==> src/rtl/regfile_writeback_buffer.sv <==
// Writeback buffer between result producers and the register file: a small FIFO that issues
// one register-file write per cycle and forwards the newest queued value for two read ports.
module regfile_writeback_buffer #(
  parameter int unsigned DEPTH = 4
) (
  input  logic                     clk,
  input  logic                     rst_n,
  input  logic                     in_valid,
  output logic                     in_ready,
  input  logic [4:0]               in_rd,
  input  logic [31:0]              in_data,
  output logic [4:0]               rf_write_register,
  output logic                     rf_write_enable,
  output logic [31:0]              rf_write_data,
  input  logic [4:0]               fwd_reg1,
  input  logic [4:0]               fwd_reg2,
  output logic                     fwd_hit1,
  output logic                     fwd_hit2,
  output logic [31:0]              fwd_data1,
  output logic [31:0]              fwd_data2,
  output logic [$clog2(DEPTH):0]   count
);

  localparam int unsigned PtrW = $clog2(DEPTH);
  localparam int unsigned CntW = PtrW + 1;

  logic [4:0]      rd_mem   [DEPTH];
  logic [31:0]     data_mem [DEPTH];

  logic [PtrW-1:0] head_q, head_d;
  logic [PtrW-1:0] tail_q, tail_d;
  logic [CntW-1:0] count_q, count_d;

  logic            push;
  logic            pop;
  logic            not_empty;

  assign not_empty = (count_q != '0);
  assign pop       = not_empty;
  // rst_n gates in_ready so it drops the instant reset asserts, not just at the next edge.
  assign in_ready  = rst_n & (count_q < CntW'(DEPTH));
  // Writes to r0 complete the handshake but are never queued.
  assign push      = in_valid & in_ready & (in_rd != 5'd0);
  assign count     = count_q;

  always_comb begin
    head_d  = head_q;
    tail_d  = tail_q;
    count_d = count_q;
    if (pop) begin
      head_d = head_q + PtrW'(1);
    end
    if (push) begin
      tail_d = tail_q + PtrW'(1);
    end
    unique case ({push, pop})
      2'b10:   count_d = count_q + CntW'(1);
      2'b01:   count_d = count_q - CntW'(1);
      default: count_d = count_q;
    endcase
  end

  always_ff @(posedge clk or negedge rst_n) begin
    if (!rst_n) begin
      head_q  <= '0;
      tail_q  <= '0;
      count_q <= '0;
    end else begin
      head_q  <= head_d;
      tail_q  <= tail_d;
      count_q <= count_d;
    end
  end

  // Entry storage is not reset; every reader is qualified by count_q.
  always_ff @(posedge clk) begin
    if (push) begin
      rd_mem[tail_q]   <= in_rd;
      data_mem[tail_q] <= in_data;
    end
  end

  always_comb begin
    rf_write_enable   = 1'b0;
    rf_write_register = '0;
    rf_write_data     = '0;
    if (not_empty) begin
      rf_write_enable   = 1'b1;
      rf_write_register = rd_mem[head_q];
      rf_write_data     = data_mem[head_q];
    end
  end

  // Walk from head (oldest) to tail so a later match overrides an earlier one.
  always_comb begin
    logic [PtrW-1:0] idx;
    idx       = '0;
    fwd_hit1  = 1'b0;
    fwd_hit2  = 1'b0;
    fwd_data1 = '0;
    fwd_data2 = '0;
    for (int unsigned i = 0; i < DEPTH; i++) begin
      idx = head_q + PtrW'(i);
      if (CntW'(i) < count_q) begin
        if ((fwd_reg1 != 5'd0) && (rd_mem[idx] == fwd_reg1)) begin
          fwd_hit1  = 1'b1;
          fwd_data1 = data_mem[idx];
        end
        if ((fwd_reg2 != 5'd0) && (rd_mem[idx] == fwd_reg2)) begin
          fwd_hit2  = 1'b1;
          fwd_data2 = data_mem[idx];
        end
      end
    end
  end

  count_bound_a : assert property (@(posedge clk) disable iff (!rst_n) count_q <= CntW'(DEPTH));
  no_r0_write_a : assert property (@(posedge clk) disable iff (!rst_n)
                                   rf_write_enable |-> (rf_write_register != 5'd0));

endmodule
==> config.mk <==
export PLATFORM = sky130hd
export DESIGN_NAME = regfile_writeback_buffer
export DESIGN_NICKNAME = d
export VERILOG_FILES = /design/src/rtl/regfile_writeback_buffer.sv
export SDC_FILE = /design/constraint.sdc
export NUM_CORES = 1
export LEC_CHECK = 0
export BUFFER_PORTS_ARGS = -buffer_cell sky130_fd_sc_hd__buf_4
export CORE_MARGIN = 3
export CORE_UTILIZATION = 27
export DETAILED_ROUTE_END_ITERATION = 16
export GPL_ROUTABILITY_DRIVEN = 0
export SYNTH_ARGS = -nofsm -noshare
export SYNTH_HDL_FRONTEND = slang
export SYNTH_SLANG_ARGS = --single-unit
==> constraint.sdc <==
create_clock -name clk -period 3.2 [get_ports clk]
set_input_delay 0.16 -clock clk [delete_from_list [all_inputs] [get_ports clk]]
set_output_delay 0.16 -clock clk [all_outputs]
set_load 0.02 [all_outputs]
Word level (Yosys, flattened, before mapping):

Memories as Yosys holds them, arrays and structs flattened.
Index checks and enable logic that the tools add are counted.

* flip-flop bits (word level): 7
* RAM bits: 148
* input bits: 50
* output and inout port bits: 108
* word-level logic and storage cells: 80
* memories: 2

* $add $sub $neg: 6
* order comparisons: 5
* eq/ne operators: 10
* mux-type cells: 38
* bitwise operators: 3
* reduce and logical (&&, ||, !) cells: 13

Memories
* data_mem: words 4, width 32, read ports 4, clocked after Yosys merged registers in 0, write ports 1, line 28 `logic [31:0] data_mem [DEPTH];`
* rd_mem: words 4, width 5, read ports 4, clocked after Yosys merged registers in 0, write ports 1, line 27 `logic [4:0] rd_mem [DEPTH];`

Operators by type and width (count)
* $mux 32: 17
* $eq 5x5->1: 8
* $mux 1: 19
* $reduce_bool 5->1: 3
* $logic_and 1x1->1: 8
* $lt 1x3->1 const A: 2
* $lt 2x3->1 const A: 2
* $pmux 3 s2: 1
* $mux 5: 1
* $add 2x1->2 const B: 2
* $add 2x2->2 const B: 2
* $add 3x1->3 const B: 1
* $and 1x1->1: 3
* $lt 3x3->1 const B: 1
* $reduce_bool 3->1: 1
* $sub 3x1->3 const B: 1
* $eq 2x1->1 const B: 1
* $eq 2x2->1 const B: 1
* $reduce_bool 2->1: 1

Longest topological paths before layout:

Gate-level depths: netlist of the first run.
An unclocked memory read counts as a cell.

* word-level depth: 11
* gate-level depth with buffers: 11
* mapped depth without buffers: 8

Least setup slack after synthesis of the first run:

No wires, ideal clock.

* path type: reg-to-output
* start: reg head_q[0]
* end: out fwd_data1[10]
* arrival: 2.730 ns
* data required time: 3.040 ns
* slack: 0.310 ns
* cell stages (with the launch flop): 11
* cell sequence: dfrtp_1 -> buf_6 -> buf_6 -> mux4_2 -> xnor2_1 -> nand3_1 -> or2_1 -> clkbuf_1 -> clkbuf_1 -> a31oi_1 -> a211oi_1

* longest elaborated chain between the ends: 11
* elaborated cells between the ends (all ways): 21

Ends and longest elaborated chain
* start, declared: line 30 `logic [PtrW-1:0] head_q, head_d;`
* start signal, assigned: line 65 `head_q <= '0;`
* start signal, assigned: line 69 `head_q <= head_d;`
* branches (longest 10 deep; another with $mem_v2 4x5)
* $mux 32 *: line 104 `if (CntW'(i) < count_q) begin`
* end, declared: line 19 `output logic [31:0] fwd_data1,`

Mark *: on every way between the ends.

Worst setup path after layout of the first run:

* start: reg head_q[0]
* end: out fwd_data1[25]

Same word-level chain as after synthesis.

==> impl_metrics.tcl, run 1 <==
set metrics [dict create \
    status "finished, violations left" \
    violations "negative setup slack" \
    synthTopCellsByArea "edfxtp_1 (39%), mux2i_1 (14%), mux4_2 (3.7%), mux2_2 (3.2%), nand2_1 (3.2%)" \
    viasPerCell 5.572 \
    syn_area_sq_um 11510 \
    syn_nets 1179 \
    ir_drop_v 0.0005911 \
    slew_headroom_pct 54.60 \
    clk_pin_slew_worst_paths_ns 0.07 \
    die_height_um 212.5 \
    n_antenna_cell 0 \
    p_leak_nw 6.747 \
    syn_area_per_cell_sq_um 10.28 \
    slew_violations 0 \
    synth_cell_types 51 \
    worstSkewPairLatency_ns 0.43 \
    areaGrowthSynthToFinish_pct 46.98 \
    routedWlPerCell_um 23.44 \
    cp-start-kind "flip-flop" \
    timing_worst_setup_path_type "flip-flop to output port" \
    power.density_nw_per_um2 941.2 \
    critical_path_required_ns 3.04 \
    cts_tree "done" \
    die_x_um 212.5 \
    drt_iter0_markers 948 \
    cts_buffer_depth 2 \
    hold_path_class "primary input to async pin" \
    netlist_instances 1120 \
    clock-sinks 155 \
    nets 1412 \
    cts.htree.levels 4 \
    timing.final.ws_setup_ns -0.3007 \
    max_freq_ghz 0.2857 \
    setup_viol 66 \
    rsz0062_at_grt "yes" \
    layout_commonest_cell "buf_4" \
    cap_viol_max_count 0 \
    grt.total_usage_pct 19.14 \
    p_total_w 0.01592 \
    synth_flop_cell "edfxtp_1" \
    root_buffer "clkbuf_16" \
    crit_fanout 13 \
    mostFrequentLayoutCells "buf_4 (174), mux2i_1 (159), edfxtp_1 (148)" \
    firstDrtPassIters 5 \
    row_count 75 \
    cts_buffers 17 \
    grt_pass1_vias 10608 \
    grt_pass1_wl_um 65180 \
    synth-seq-cells 155 \
    ff2ff_setup_slack_ns 1.00 \
    portBuffers 157 \
    ant_nets 0 \
    synth-seq-area-share_pct 40.13 \
    period_share_pct 109.4 \
    yosys_warnings 0 \
    start_util_pct 27.38 \
    placed_area_sq_um 13750 \
    finClkSkew_ns 0.007683 \
    dieArea_sq_um 45140 \
    coreArea_sq_um 42040 \
    antenna_found_initial 1 \
    fin_crit_ns 3.501 \
    ioPinCount 158 \
    synth_top_area_share_pct 38.61 \
    hpwlAfterDp_um 26970 \
    end_kind "output port" \
    synth_top_area_cell "edfxtp_1" \
    synth_edf_count 148 \
    drive_above_1_share_pct 38.29 \
    num_vias 10615 \
    worst_pin_slew_ns 0.6794 \
    wl_um 44650 \
    grt.overflow.total 0 \
    grt_max_degree 98 \
    crit_arrival_ns 3.34 \
    hold_viol 0 \
    synth_async_sr_flop_share_pct 4.516 \
    fin_area_sq_um 16920 \
    drc 0 \
    fillerInstances 3956 \
]
flip-flops by register name, indices dropped and copies added, names as in the netlist:
register  flops
tail_q        2
data_mem    128
count         3
rd_mem       20
head_q        2
worst max-delay path, cell delays in order (launching register included):
cell and delay [ns]:
dfrtp_4 0.50, buf_12 0.15, buf_12 0.13, mux4_2 0.48, xnor2_1 0.24, nand4_1 0.16, buf_6 0.18, or2_4 0.31
buf_12 0.18, a31oi_1 0.18, a211oi_2 0.12, buf_4 0.14, buf_4 0.15
synth_stat cells, types with 7 or more instances:
library cell / count
nor3_1: 37
buf_2: 29
o211a_1: 31
o21ai_1: 30
a31oi_1: 31
xor2_1: 10
o21ai_0: 66
a211oi_1: 34
a21o_1: 31
and2_1: 42
clkbuf_1: 76
mux2_2: 33
mux2i_1: 163
mux4_2: 19
nor2_1: 40
ha_1: 9
edfxtp_1: 148
a211o_1: 31
and3_1: 32
nand2_1: 99
xnor2_1: 30
dfrtp_1: 7
nand4_1: 37
per-stage QoR:
stage	hold WS (ns)	utilization, %	std cells	setup TNS [ns]	setup WS, ns
6_report	0.08179	40.24	1905	-11.65	-0.3007
5_1_grt	0.09990	40.24	1905	-17.26	-0.3808
4_1_cts	0.06460	39.07	1896	-7.700	-0.1888
3_5_place_dp	-0.009198	32.71	1775	-0.02076	-0.02076
3_3_place_gp	-0.009795	32.71	1775	0	0.01536
2_1_floorplan	-0.1356	-	1120	0	0.3098
path summary, 6_finish.rpt:
check                           startpoint               to  depth (start not counted)
worst max-delay path             head_q[0]    fwd_data1[25]                         12
worst min-delay path                 rst_n        tail_q[0]                          2
worst max register to register    count[2]  data_mem[1][11]                          5
worst min register to register   tail_q[0]        tail_q[0]                          2
max in group asynchronous            rst_n        head_q[1]                          2
min in group clk                  in_valid        tail_q[0]                          4
power by group:
group / switching, W / internal (W)
combinational: 0.00633 / 0.00492
clock: 0.000854 / 0.00122
sequential: 0.000160 / 0.00244
total: 0.00734 / 0.00858
metal layers:
layer,GRT usage [%],vias up,routed length [um]
li1,-,4723,-
met1,24.51,5240,18470
met2,31.08,556,21200
met3,4.087,96,3183
met4,8.718,0,1792
met5,0,-,0
kinds of logic (layout without fill, tap and decap cells):
group | after synthesis | count (layout) | share of synthesized area (%)
AOI/OAI and AO/OA | 264 | 264 | 15.75
adders and majority gates | 9 | 9 | 0.9784
DFF | 155 | 155 | 40.13
and+or+nand+nor | 310 | 311 | 13.86
muxes | 215 | 215 | 21.12
buffers and inverters | 124 | 369 | 4.685
xor gates and xnor gates | 43 | 43 | 3.468
what timing repair did:
item	in CTS	in global routing
endpoints found under the hold margin	155	0
hold buffers	38	0
setup buffers	39	8
cloned	13	2
setup endpoints to repair	66	66
gates resized for setup	202	64
pin swaps	54	32
final cells by class:
| type | instances | area [sq um] | area share (%) |
|---|---|---|---|
| inverter | 7 | 33.78 | 0.1997 |
| tap | 539 | 674.4 | 3.986 |
| sequential | 155 | 4627 | 27.35 |
| clock inverter | 15 | 172.7 | 1.021 |
| multi-input combinational | 842 | 7365 | 43.53 |
| clock buffer | 17 | 425.4 | 2.515 |
| timing repair buffer | 330 | 3620 | 21.40 |
No activity file was read; power rests on OpenSTA's default activity.
==> run 2, diff against run 1 <==
--- a/config.mk
+++ b/config.mk
@@ -13,3 +13,4 @@
 export SYNTH_ARGS = -nofsm -noshare
 export SYNTH_HDL_FRONTEND = slang
 export SYNTH_SLANG_ARGS = --single-unit
+export TNS_END_PERCENT = 30
==> run 2 against run 1 <==
Compared with the run above:
- the flow still finishes with violations (negative setup slack)
- worst hold slack is essentially flat
- clock skew grew 0.00071 ns
- fmax grew 2.3%
- cell count shrank 0.58%
- clock-buffer cell count is the same
- global-route usage shrank 0.81 points
- utilization shrank 0.97 points
- sequential cell count is the same
- first-iteration DRC count grew 17%
- non-clock buffer count shrank 12
- register-to-register slack lost 0.04 ns
- combinational power is essentially flat
- highest routed layer unchanged
==> impl_metrics.tcl, run 2 (same netlist as run 1, synthesis figures left out) <==
set metrics [dict create \
    period_share_pct 106.9 \
    drc 0 \
    timing_worst_setup_path_type "flip-flop to output port" \
    portBuffers 157 \
    antenna_found_initial 1 \
    swShare_pct 46.11 \
    end_kind "output port" \
    crit_fanout 22 \
    status "finished, violations left" \
    wl_um 43940 \
    start_util_pct 27.38 \
    reg2reg_to "data_mem[2][5]" \
    ant_nets 0 \
    p_leak_nw 6.609 \
    slew_violations 0 \
    mostFrequentLayoutCells "buf_4 (180), mux2i_1 (163), edfxtp_1 (148)" \
    nets 1400 \
    timing.final.ws_setup_ns -0.2222 \
    slew_headroom_pct 47.97 \
    areaGrowthSynthToFinish_pct 43.44 \
    critical_path_buf_inv_count 4 \
    crit_arrival_ns 3.26 \
    grt_pass1_wl_um 62750 \
    fin_crit_ns 3.422 \
    cp-start-kind "flip-flop" \
    cts.htree.levels 4 \
    firstDrtPassIters 7 \
    drive_above_1_share_pct 36.41 \
    violations "negative setup slack" \
    hold_viol 0 \
    timing.hold.ws_ns 0.08135 \
    fin_cells 1894 \
    regMostFlops "data_mem" \
    finClkSkew_ns 0.008389 \
    root_buffer "clkbuf_16" \
    layout_commonest_cell "buf_4" \
    hold_path_class "primary input to async pin" \
    max_stage_delay_ns 0.50 \
    die_x_um 212.5 \
    grt_pass1_vias 10290 \
    ff2ff_setup_slack_ns 0.96 \
    drt_iter0_markers 1112 \
    ir_drop_v 0.0005844 \
    num_vias 10441 \
    die_height_um 212.5 \
    cts_buffer_depth 2 \
    place_inst 1775 \
    max_freq_ghz 0.2922 \
    critical_path_required_ns 3.04 \
    p_total_w 0.01556 \
    cts_tree "done" \
    ioPinCount 158 \
    routedWlPerCell_um 23.20 \
    clk_pin_slew_worst_paths_ns 0.07 \
    cp_slowest_cell "dfrtp_4" \
    worst_pin_slew_ns 0.7732 \
    cpLargestDelayFamily "buffers and inverters" \
    grt.overflow.total 0 \
    viasPerCell 5.513 \
    cap_viol_max_count 0 \
    coreArea_sq_um 42040 \
    internal_power_w 0.008383 \
    hpwlAfterDp_um 26970 \
    cts_buffers 17 \
    setup_viol 65 \
    clockPowerShare_pct 13.4 \
    grt.total_usage_pct 18.33 \
    r2r-start "count[2]" \
    rsz0062_at_grt "yes" \
    p_sw_w 0.007173 \
    fin_setup_tns_ns -9.010 \
    rr_worst_depth 5 \
    grt_max_degree 98 \
    utilization_pct 39.27 \
    dieArea_sq_um 45140 \
    pwr-share-seq_pct 16.7 \
    row_count 75 \
    power.density_nw_per_um2 942.3 \
    crit_chain "buf_12, bufbuf_16, mux4_2, xnor2_1, nand3_2, or2_4, buf_12, and3_1, a211oi_2, buf_4" \
    clock-sinks 155 \
    p_comb_share_pct 69.9 \
    crit_top_cell "buf_12" \
    worstSkewPairLatency_ns 0.43 \
    largest_register_ffs 128 \
]
[run 2: cell types whose count changed in the layout (fill, tap and decap cells not counted), sizes merged]
cell | before | now
bufbuf | 4 | 1
clkbuf | 19 | 22
buf | 286 | 274
diode | 0 | 1
[run 2: routing by layer]
| layer | track usage (%) | share of wire (%) |
|---|---|---|
| met5 | 0 | 0 |
| met4 | 6.882 | 3.2 |
| met3 | 2.833 | 6.5 |
| met2 | 30.55 | 48 |
| met1 | 24.09 | 42 |
[run 2: worst max path at each step]
stage	depth (start not counted)	endpoint	from	slack, ns
final	10	fwd_data1[28]	head_q[0]	-0.22
after global routing	12	fwd_data1[25]	head_q[0]	-0.31
after CTS	12	fwd_data1[16]	head_q[0]	-0.20
after detailed placement	9	fwd_data2[31]	head_q[0]	-0.02
after global placement	10	fwd_data2[31]	head_q[0]	0.02
after floorplan	10	fwd_data1[10]	head_q[0]	0.31
[run 2: cell type report]
cell class	instances	area, sq um
Sequential cell	155	4627
Tap cell	539	674.4
Clock inverter	15	172.7
Clock buffer	17	425.4
Inverter	7	28.78
Timing Repair Buffer	318	3367
Multi-Input combinational cell	842	7212
Fill cell	4018	25530
Antenna cell	1	2.502
[run 2: through the flow]
| stage | area [sq um] | worst slack (ns) |
|---|---|---|
| after CTS | 15820 | -0.1972 |
| after detailed placement | 13750 | -0.02076 |
| after global routing | 16510 | -0.3080 |
| final | 16510 | -0.2222 |
| after floorplan | 11510 | 0.3098 |
| after global placement | 13750 | 0.01536 |
[run 2: power groups by stage]
| stage | sequential (W) | clock (W) | combinational, W |
|---|---|---|---|
| final | 0.00260 | 0.00208 | 0.0109 |
| after global routing | 0.00262 | 0.00221 | 0.0115 |
| after CTS | 0.00259 | 0.00212 | 0.0103 |
| after detailed placement | 0.00270 | 0 | 0.00901 |
| after global placement | 0.00269 | 0 | 0.00890 |
| after floorplan | 0.00257 | 0 | 0.00575 |
[run 2: timing repair]
action / CTS / global route
setup buffers: 29 / 10
cloned: 7 / 5
gates resized for setup: 140 / 81
hold endpoints to repair: 155 / 0
hold buffers: 38 / 0
pin swaps: 58 / 33
endpoints found under the setup margin: 66 / 66
